$ cat src/rtl/sd_cmd_rx.sv
// sd_cmd_rx: SD command-line response receiver (48-bit R1/R3/R6/R7, 136-bit R2).
// Arms on en, waits up to TIMEOUT_CYCLES for a start bit, shifts the token in
// MSB first, then reports the fields with CRC7/framing/timeout status.
// Ports:
//   clk, reset         sd_clk (sd_cmd sampled on posedge), async active-low reset
//   en                 arm request, honoured only when idle
//   long_resp          1 = 136-bit R2, 0 = 48-bit token (latched at en)
//   check_crc          0 = skip CRC check (latched at en)
//   sd_cmd             serial command line from the card (idles high)
//   receiving          high while waiting for / shifting in a token
//   resp_done          1-cycle pulse when a token completes or times out
//   resp_index/arg/long  decoded token fields
//   crc_err, frame_err, timeout  status flags
module sd_cmd_rx #(
    parameter int unsigned TIMEOUT_CYCLES = 64
) (
    input  logic         clk,
    input  logic         reset,
    input  logic         en,
    input  logic         long_resp,
    input  logic         check_crc,
    input  logic         sd_cmd,
    output logic         receiving,
    output logic         resp_done,
    output logic [5:0]   resp_index,
    output logic [31:0]  resp_arg,
    output logic [119:0] resp_long,
    output logic         crc_err,
    output logic         frame_err,
    output logic         timeout
);

    localparam int unsigned SHORT_LEN = 48;
    localparam int unsigned LONG_LEN  = 136;
    localparam int unsigned CNT_W     = 8;
    localparam int unsigned TO_W      = $clog2(TIMEOUT_CYCLES + 1);

    typedef enum logic [1:0] {
        IDLE       = 2'd0,
        WAIT_START = 2'd1,
        RECV       = 2'd2,
        DONE       = 2'd3
    } state_t;

    state_t             state;
    logic               long_q;
    logic               chk_q;
    logic               to_hit;
    logic [LONG_LEN-1:0] shreg;
    logic [CNT_W-1:0]   bit_cnt;
    logic [6:0]         crc;
    logic [TO_W-1:0]    to_cnt;

    logic [CNT_W-1:0]   bit_num;
    logic [CNT_W-1:0]   tok_len;
    logic               crc_on;
    logic [TO_W-1:0]    to_cnt_nxt;

    // One serial CRC7 step, polynomial x^7 + x^3 + 1
    function automatic logic [6:0] crc7_step(input logic [6:0] c, input logic b);
        logic fb;
        fb = b ^ c[6];
        return {c[5:0], 1'b0} ^ (fb ? 7'h09 : 7'h00);
    endfunction

    // Position of the bit being sampled (1 = start bit) and CRC coverage window
    always_comb begin
        bit_num    = bit_cnt + CNT_W'(1);
        tok_len    = long_q ? CNT_W'(LONG_LEN) : CNT_W'(SHORT_LEN);
        crc_on     = 1'b0;
        to_cnt_nxt = to_cnt + TO_W'(1);
        if (long_q) begin
            crc_on = (bit_num >= CNT_W'(9)) && (bit_num <= CNT_W'(128));
        end else begin
            crc_on = (bit_num >= CNT_W'(2)) && (bit_num <= CNT_W'(40));
        end
    end

    // Receive FSM with registered outputs
    always_ff @(posedge clk or negedge reset) begin
        if (!reset) begin
            state      <= IDLE;
            long_q     <= 1'b0;
            chk_q      <= 1'b0;
            to_hit     <= 1'b0;
            shreg      <= '0;
            bit_cnt    <= '0;
            crc        <= '0;
            to_cnt     <= '0;
            receiving  <= 1'b0;
            resp_done  <= 1'b0;
            resp_index <= '0;
            resp_arg   <= '0;
            resp_long  <= '0;
            crc_err    <= 1'b0;
            frame_err  <= 1'b0;
            timeout    <= 1'b0;
        end else begin
            resp_done <= 1'b0;
            case (state)
                IDLE: begin
                    if (en) begin
                        long_q     <= long_resp;
                        chk_q      <= check_crc;
                        to_hit     <= 1'b0;
                        to_cnt     <= '0;
                        receiving  <= 1'b1;
                        resp_index <= '0;
                        resp_arg   <= '0;
                        resp_long  <= '0;
                        crc_err    <= 1'b0;
                        frame_err  <= 1'b0;
                        timeout    <= 1'b0;
                        state      <= WAIT_START;
                    end
                end
                WAIT_START: begin
                    // A start bit on the last allowed sample beats the timeout
                    if (!sd_cmd) begin
                        shreg   <= '0;
                        bit_cnt <= CNT_W'(1);
                        crc     <= '0;
                        state   <= RECV;
                    end else begin
                        to_cnt <= to_cnt_nxt;
                        if (to_cnt_nxt == TO_W'(TIMEOUT_CYCLES)) begin
                            to_hit <= 1'b1;
                            state  <= DONE;
                        end
                    end
                end
                RECV: begin
                    shreg   <= {shreg[LONG_LEN-2:0], sd_cmd};
                    bit_cnt <= bit_num;
                    if (crc_on) begin
                        crc <= crc7_step(crc, sd_cmd);
                    end
                    if (bit_num == tok_len) begin
                        state <= DONE;
                    end
                end
                DONE: begin
                    resp_done <= 1'b1;
                    receiving <= 1'b0;
                    state     <= IDLE;
                    if (to_hit) begin
                        timeout <= 1'b1;
                    end else begin
                        crc_err <= chk_q && (shreg[7:1] != crc);
                        if (long_q) begin
                            resp_index <= shreg[133:128];
                            resp_long  <= shreg[127:8];
                            frame_err  <= shreg[134] | ~shreg[0] | (shreg[133:128] != 6'h3F);
                        end else begin
                            resp_index <= shreg[45:40];
                            resp_arg   <= shreg[39:8];
                            frame_err  <= shreg[46] | ~shreg[0];
                        end
                    end
                end
                default: state <= IDLE;
            endcase
        end
    end

endmodule
$ cat config.mk
export PLATFORM = sky130hd
export DESIGN_NAME = sd_cmd_rx
export DESIGN_NICKNAME = d
export VERILOG_FILES = /design/src/rtl/sd_cmd_rx.sv
export SDC_FILE = /design/constraint.sdc
export NUM_CORES = 1
export LEC_CHECK = 0
export CAP_MARGIN = 20
export CORE_MARGIN = 2
export CORE_UTILIZATION = 60
export CTS_CLUSTER_DIAMETER = 120
export DETAILED_ROUTE_END_ITERATION = 10
export DONT_BUFFER_PORTS = 1
export PLACE_DENSITY = 0.76
export RECOVER_POWER = 50
export SYNTH_ARGS = -nofsm -noshare
export SYNTH_HDL_FRONTEND = slang
export SYNTH_SLANG_ARGS = --single-unit
$ cat constraint.sdc
create_clock -name clk -period 7.91 [get_ports clk]
set_clock_uncertainty 0.2 [all_clocks]
set_input_delay 1.582 -clock clk [delete_from_list [all_inputs] [get_ports clk]]
set_output_delay 1.582 -clock clk [all_outputs]
set_load 0.02 [all_outputs]
Word level (Yosys, flattened, before mapping):

Index checks and enable logic that the tools add are counted.

* add/subtract/negate cells: 2
* $mul: 0
* div/mod/pow operators: 0
* magnitude comparators: 4
* equal/unequal tests: 18
* shift operators: 0
* muxes and demuxes: 44
* bitwise logic cells: 6
* reduce and logical (&&, ||, !) cells: 18

Operators with widths (count)
* two-way mux 120 bit: 3
* one-hot mux 135 bit (2 select lines): 1
* one-hot mux 120 bit (2 select lines): 1
* two-way mux 135 bit: 1
* two-way mux 32 bit: 3
* one-hot mux 32 bit (2 select lines): 1
* two-way mux 7 bit: 4
* one-hot mux 7 bit (2 select lines): 2
* != test 2 bit, second input constant: 10
* two-way mux 6 bit: 3
* two-way mux 8 bit: 2
* one-hot mux 8 bit (2 select lines): 1
* AND reduction 3 bit: 5
* one-hot mux 6 bit (2 select lines): 1
* AND reduction 4 bit: 3
* two-way mux 1 bit: 10
* one-hot mux 1 bit (2 select lines): 5
* adder 8 x 1 -> 8 bit, second input constant: 1
* equality test 8 bit: 1
* greater-or-equal comparator 8 x 2 -> 1 bit, second input constant: 1
* greater-or-equal comparator 8 x 4 -> 1 bit, second input constant: 1
* less-or-equal comparator 8 x 6 -> 1 bit, second input constant: 1
* less-or-equal comparator 8 bit, second input constant: 1
* two-way mux 2 bit: 4
* other kinds (17): 26

* register bits after elaboration: 325
* latch bits: 0
* bits in writable memories: 0
* memory bits (read-only): 0
* input port bits: 6
* output and inout bits: 163
* word-level logic and storage cells: 108
* memories kept: 0

Depth between registers and ports, before layout:

* depth in word-level cells: 6
* mapped depth: 10
* gate-level depth less buffers: 8

Worst setup path before layout:

No wires, ideal clock.

* path type: input to register
* start point: input sd_cmd
* end point: register shreg[115]
* setup time: 0.121 ns
* data arrival time: 3.046 ns
* required time: 7.589 ns
* setup slack: 4.543 ns
* stages: 7
* buffers on the path: 3
* path through: clkbuf_1 inv_1 a21oi_1 nor2_1 clkbuf_1 clkbuf_1 a22o_1

* word-level cells in the longest chain between the ends: 2

Ends and longest elaborated chain
* start, declared: line 22 `input logic sd_cmd,`
* != test 2 bit (no source line)
* AND reduction 2 bit (no source line)
* end signal, assigned: line 133 `shreg <= {shreg[LONG_LEN-2:0], sd_cmd};`
* end, declared: line 49 `logic [LONG_LEN-1:0] shreg;`

Every way passes these cells.
A chain may end at the register's enable or synchronous reset.

Worst setup path in the final report:

* start point: register state[0]
* end point: register resp_long[112]

* word-level cells in the longest chain between the ends: 3
* elaborated cells on any way between the ends: 8
* classes of those cells: eq/ne (4); mux (1); reduce/logical (3)

Ends and longest elaborated chain
* start, declared: line 45 `state_t state;`
* start signal, assigned: line 82 `state <= IDLE;`
* start signal, assigned: line 114 `state <= WAIT_START;`
* start signal, assigned: line 123 `state <= RECV;`
* equality test 2 bit / zero test 2 bit (equally long branches): line 100 `case (state)`
* != test 2 bit (no source line) / nonzero test 2 bit (equally long branches)
* AND reduction 4 bit (no source line)
* end signal, assigned: line 152 `resp_long <= shreg[127:8];`
* end, declared: line 27 `output logic [119:0] resp_long,`

Several ways; a longest one is shown, not always the timed one.

==> impl_metrics.env <==
export IMPL_critPathMaxFanout=97
export IMPL_fmax_mhz=258.5
export IMPL_dieArea_um2=22050
export IMPL_viasPerCell=6.499
export IMPL_antenna_found_initial=0
export IMPL_cp_arrival_ns=4.10
export IMPL_cp_slowest_cell="buf_4"
export IMPL_drc_errors=0
export IMPL_period_minus_slack_ns=3.868
export IMPL_period_share_pct=48.90
export IMPL_tns_ns=0
export IMPL_synth_top_family_by_area="compound AO/OA/AOI/OAI gates"
export IMPL_rsz0062_at_grt="false"
export IMPL_setup_viol=0
export IMPL_first_pass_iters=5
export IMPL_slew_viol_final=0
export IMPL_cts_buffers=34
export IMPL_startpoint_type="flip-flop"
export IMPL_syn2layout_area_growth_pct=10.29
export IMPL_hp_class="flip-flop to flip-flop"
export IMPL_nNetsFinal=928
export IMPL_path_class="flip-flop to flip-flop"
export IMPL_coreArea_um2=20360
export IMPL_port_buffers=0
export IMPL_synthSimpleGateAreaFrac_pct=5.722
export IMPL_synth_edf_count=0
export IMPL_avgRoutedWirePerCell_um=21.93
export IMPL_cts_root_buffer="clkbuf_16"
export IMPL_seq_area_um2=8133
export IMPL_outcome="completed"
export IMPL_grt_overflow_total=0
export IMPL_finalPower_mw=4.372
export IMPL_syn_nets=962
export IMPL_rows=52
export IMPL_postPlaceCellArea_um2=12650
export IMPL_synth_async_reset_ratio_pct=100.0
export IMPL_cts_htree_levels=2
export IMPL_first_iter_violations=544
export IMPL_synth_top_area_share_pct=64.91
export IMPL_fin_area_um2=13820
export IMPL_multi_input_area_um2=4094
export IMPL_finalHoldViolCount=0
export IMPL_synth_ff_type="dfrtp_1"
export IMPL_cp_required_ns=8.14
export IMPL_route_vias_total=7851
export IMPL_synth_most_common_cell="dfrtp_1"
export IMPL_synth_area_leaders="dfrtp_1 (65%), a22o_1 (19%), nand2_1 (2.0%), clkbuf_1 (1.9%), o21ai_0 (1.3%)"
export IMPL_die_x_um=148.5
export IMPL_grt_pass1_vias=7595
export IMPL_worst_path_largest_cell_delay_ns=0.89
export IMPL_post_dp_hpwl_mm=15.21
export IMPL_syn_avg_cell_area_um2=13.22
export IMPL_ir_worst_vdd_mv=0.1955
export IMPL_postCtsSetupRepairBufs=0
export IMPL_tightest_slew_ns=1.093
export IMPL_synth_adder_area_share_pct=0.7989
export IMPL_grt_total_usage_pct=24.24
export IMPL_cts_sinks=325
export IMPL_path_clk_slew_ns=0.06
export IMPL_clock_latency_ns=0.50
export IMPL_cts_tree="yes"
export IMPL_synth_compound_area_share_pct=23.73
export IMPL_synth_distinct_cells=56
export IMPL_die_h_um=148.5
export IMPL_antenna_left=0
export IMPL_ios=169
export IMPL_gp_congestion=0.8043
export IMPL_initial_core_util_pct=61.53
export IMPL_power_density_nw_per_um2=316.4
export IMPL_synth_commonest_cells="dfrtp_1 (325), a22o_1 (278), nand2_1 (67), clkbuf_1 (63), o21ai_0 (33)"
export IMPL_synthCells=948
export IMPL_synthMuxAreaShare_pct=1.188
export IMPL_synth_xor_area_share_pct=0.9686
export IMPL_crit_chain="ha_1, nand3b_1, nor2_4, buf_4, a22o_1"
export IMPL_syn_cell_area_um2=12530
export IMPL_ctsResizeCount=0
export IMPL_antenna_cells=0
export IMPL_critPathCaptureType="flip-flop"
export IMPL_yosysTopAreaCell="dfrtp_1"
export IMPL_ys_seq_elements=325
export IMPL_cts_hold_buf=0
export IMPL_whs_ns=0.3077
export IMPL_drt_total_wl_mm=26.50
export IMPL_maxCapViolCount=0
export IMPL_clock_path_buffers=3
export IMPL_synth_warning_count=0
export IMPL_n_fill_cell=1415
export IMPL_power_leakage_nw=6.597
export IMPL_drive_gt1_share_pct=9.275
export IMPL_grt_first_pass_wirelength_mm=43.08
export IMPL_ys_seq_area_share_pct=64.91
export IMPL_slew_limit_headroom_pct=27.11
export IMPL_grt_max_degree=326
## cell families (layout without fill, tap and decap cells)
family | count (synthesis) | after routing
and+or+nand+nor | 144 | 144
adders and majority gates | 8 | 8
xor gates and xnor gates | 13 | 13
buffers and inverters | 87 | 77
AOI/OAI and AO/OA | 357 | 357
muxes | 14 | 14
DFF | 325 | 325
## final cells by class
cell class | count | share of cell area (%)
Sequential cell | 325 | 58.86
Clock buffer | 46 | 7.144
Timing Repair Buffer | 9 | 0.5523
Tap cell | 270 | 2.445
Inverter | 8 | 0.2173
Clock inverter | 14 | 1.159
Multi-Input combinational cell | 536 | 29.63
## stage by stage
stage	cells	util, %	worst slack (ns)
3_5_place_dp	1147	62.14	3.398
2_1_floorplan	948	-	4.543
5_1_grt	1208	67.85	3.693
6_report	1208	67.85	4.042
3_3_place_gp	1147	62.14	3.448
4_1_cts	1207	67.77	3.651
## flip-flops by register name, indices dropped and copies added (netlist names)
name	cells
resp_long	120
long_q	1
timeout	1
crc_err	1
state	2
resp_index	6
bit_cnt	8
resp_done	1
to_cnt	7
resp_arg	32
to_hit	1
frame_err	1
chk_q	1
receiving	1
shreg	135
crc	7
## routing by layer
layer | vias up | wire length, um | track usage, %
met1 | 4063 | 11750 | 35.58
met5 | - | 0 | 0
met3 | 47 | 1931 | 7.699
li1 | 3527 | - | -
met4 | 0 | 644 | 6.857
met2 | 214 | 12170 | 35.39
## path summary, 6_finish.rpt
path | to | cells past startpoint | slack [ns] | from
min | shreg[134] | 1 | 0.31 | shreg[134]
max | resp_long[112] | 5 | 4.04 | state[0]
min in group asynchronous | to_cnt[5] | 0 | 0.58 | reset
min reg2reg | shreg[134] | 1 | 0.31 | shreg[134]
max reg2reg | resp_long[112] | 5 | 4.04 | state[0]
max in group asynchronous | resp_done | 0 | 6.23 | reset
## report_power, final
part	switching, mW	internal [mW]	total (mW)
combinational	0.766	0.202	0.968
sequential	0.0866	1.71	1.79
clock	0.634	0.977	1.61
total	1.49	2.89	4.37
## critical path, delay by kind of cell, from the launching register on
kind,cells,cell delay [ns]
buffers and inverters,1,0.89
AO/OA/AOI/OAI,1,0.25
AND/OR/NAND/NOR,2,1.03
adder cells (fa/ha/maj),1,0.83
flip-flops,1,0.47
## placed cells by master (no fill, tap or decap), types with 2 or more instances in the layout
| master | count |
|---|---|
| a21o_1 | 3 |
| a21oi_1 | 7 |
| a221o_1 | 7 |
| a22o_1 | 278 |
| a31oi_1 | 2 |
| buf_4 | 7 |
| bufinv_16 | 3 |
| clkbuf_1 | 5 |
| clkbuf_16 | 35 |
| clkbuf_8 | 7 |
| clkinv_2 | 9 |
| dfrtp_1 | 325 |
| ha_1 | 8 |
| inv_1 | 8 |
| mux2_2 | 7 |
| mux2i_1 | 7 |
| nand2_1 | 67 |
| nand2b_1 | 5 |
| nand3_1 | 6 |
| nand3b_1 | 4 |
| nand4_1 | 10 |
| nand4b_1 | 2 |
| nor2_1 | 18 |
| nor2_4 | 2 |
| nor3_1 | 12 |
| nor4_1 | 4 |
| o211ai_1 | 3 |
| o21ai_0 | 33 |
| o221ai_1 | 4 |
| o31ai_1 | 3 |
| or3_1 | 4 |
| xnor2_1 | 5 |
| xor2_1 | 7 |
Note: power is estimated with default switching activity, not from simulation.
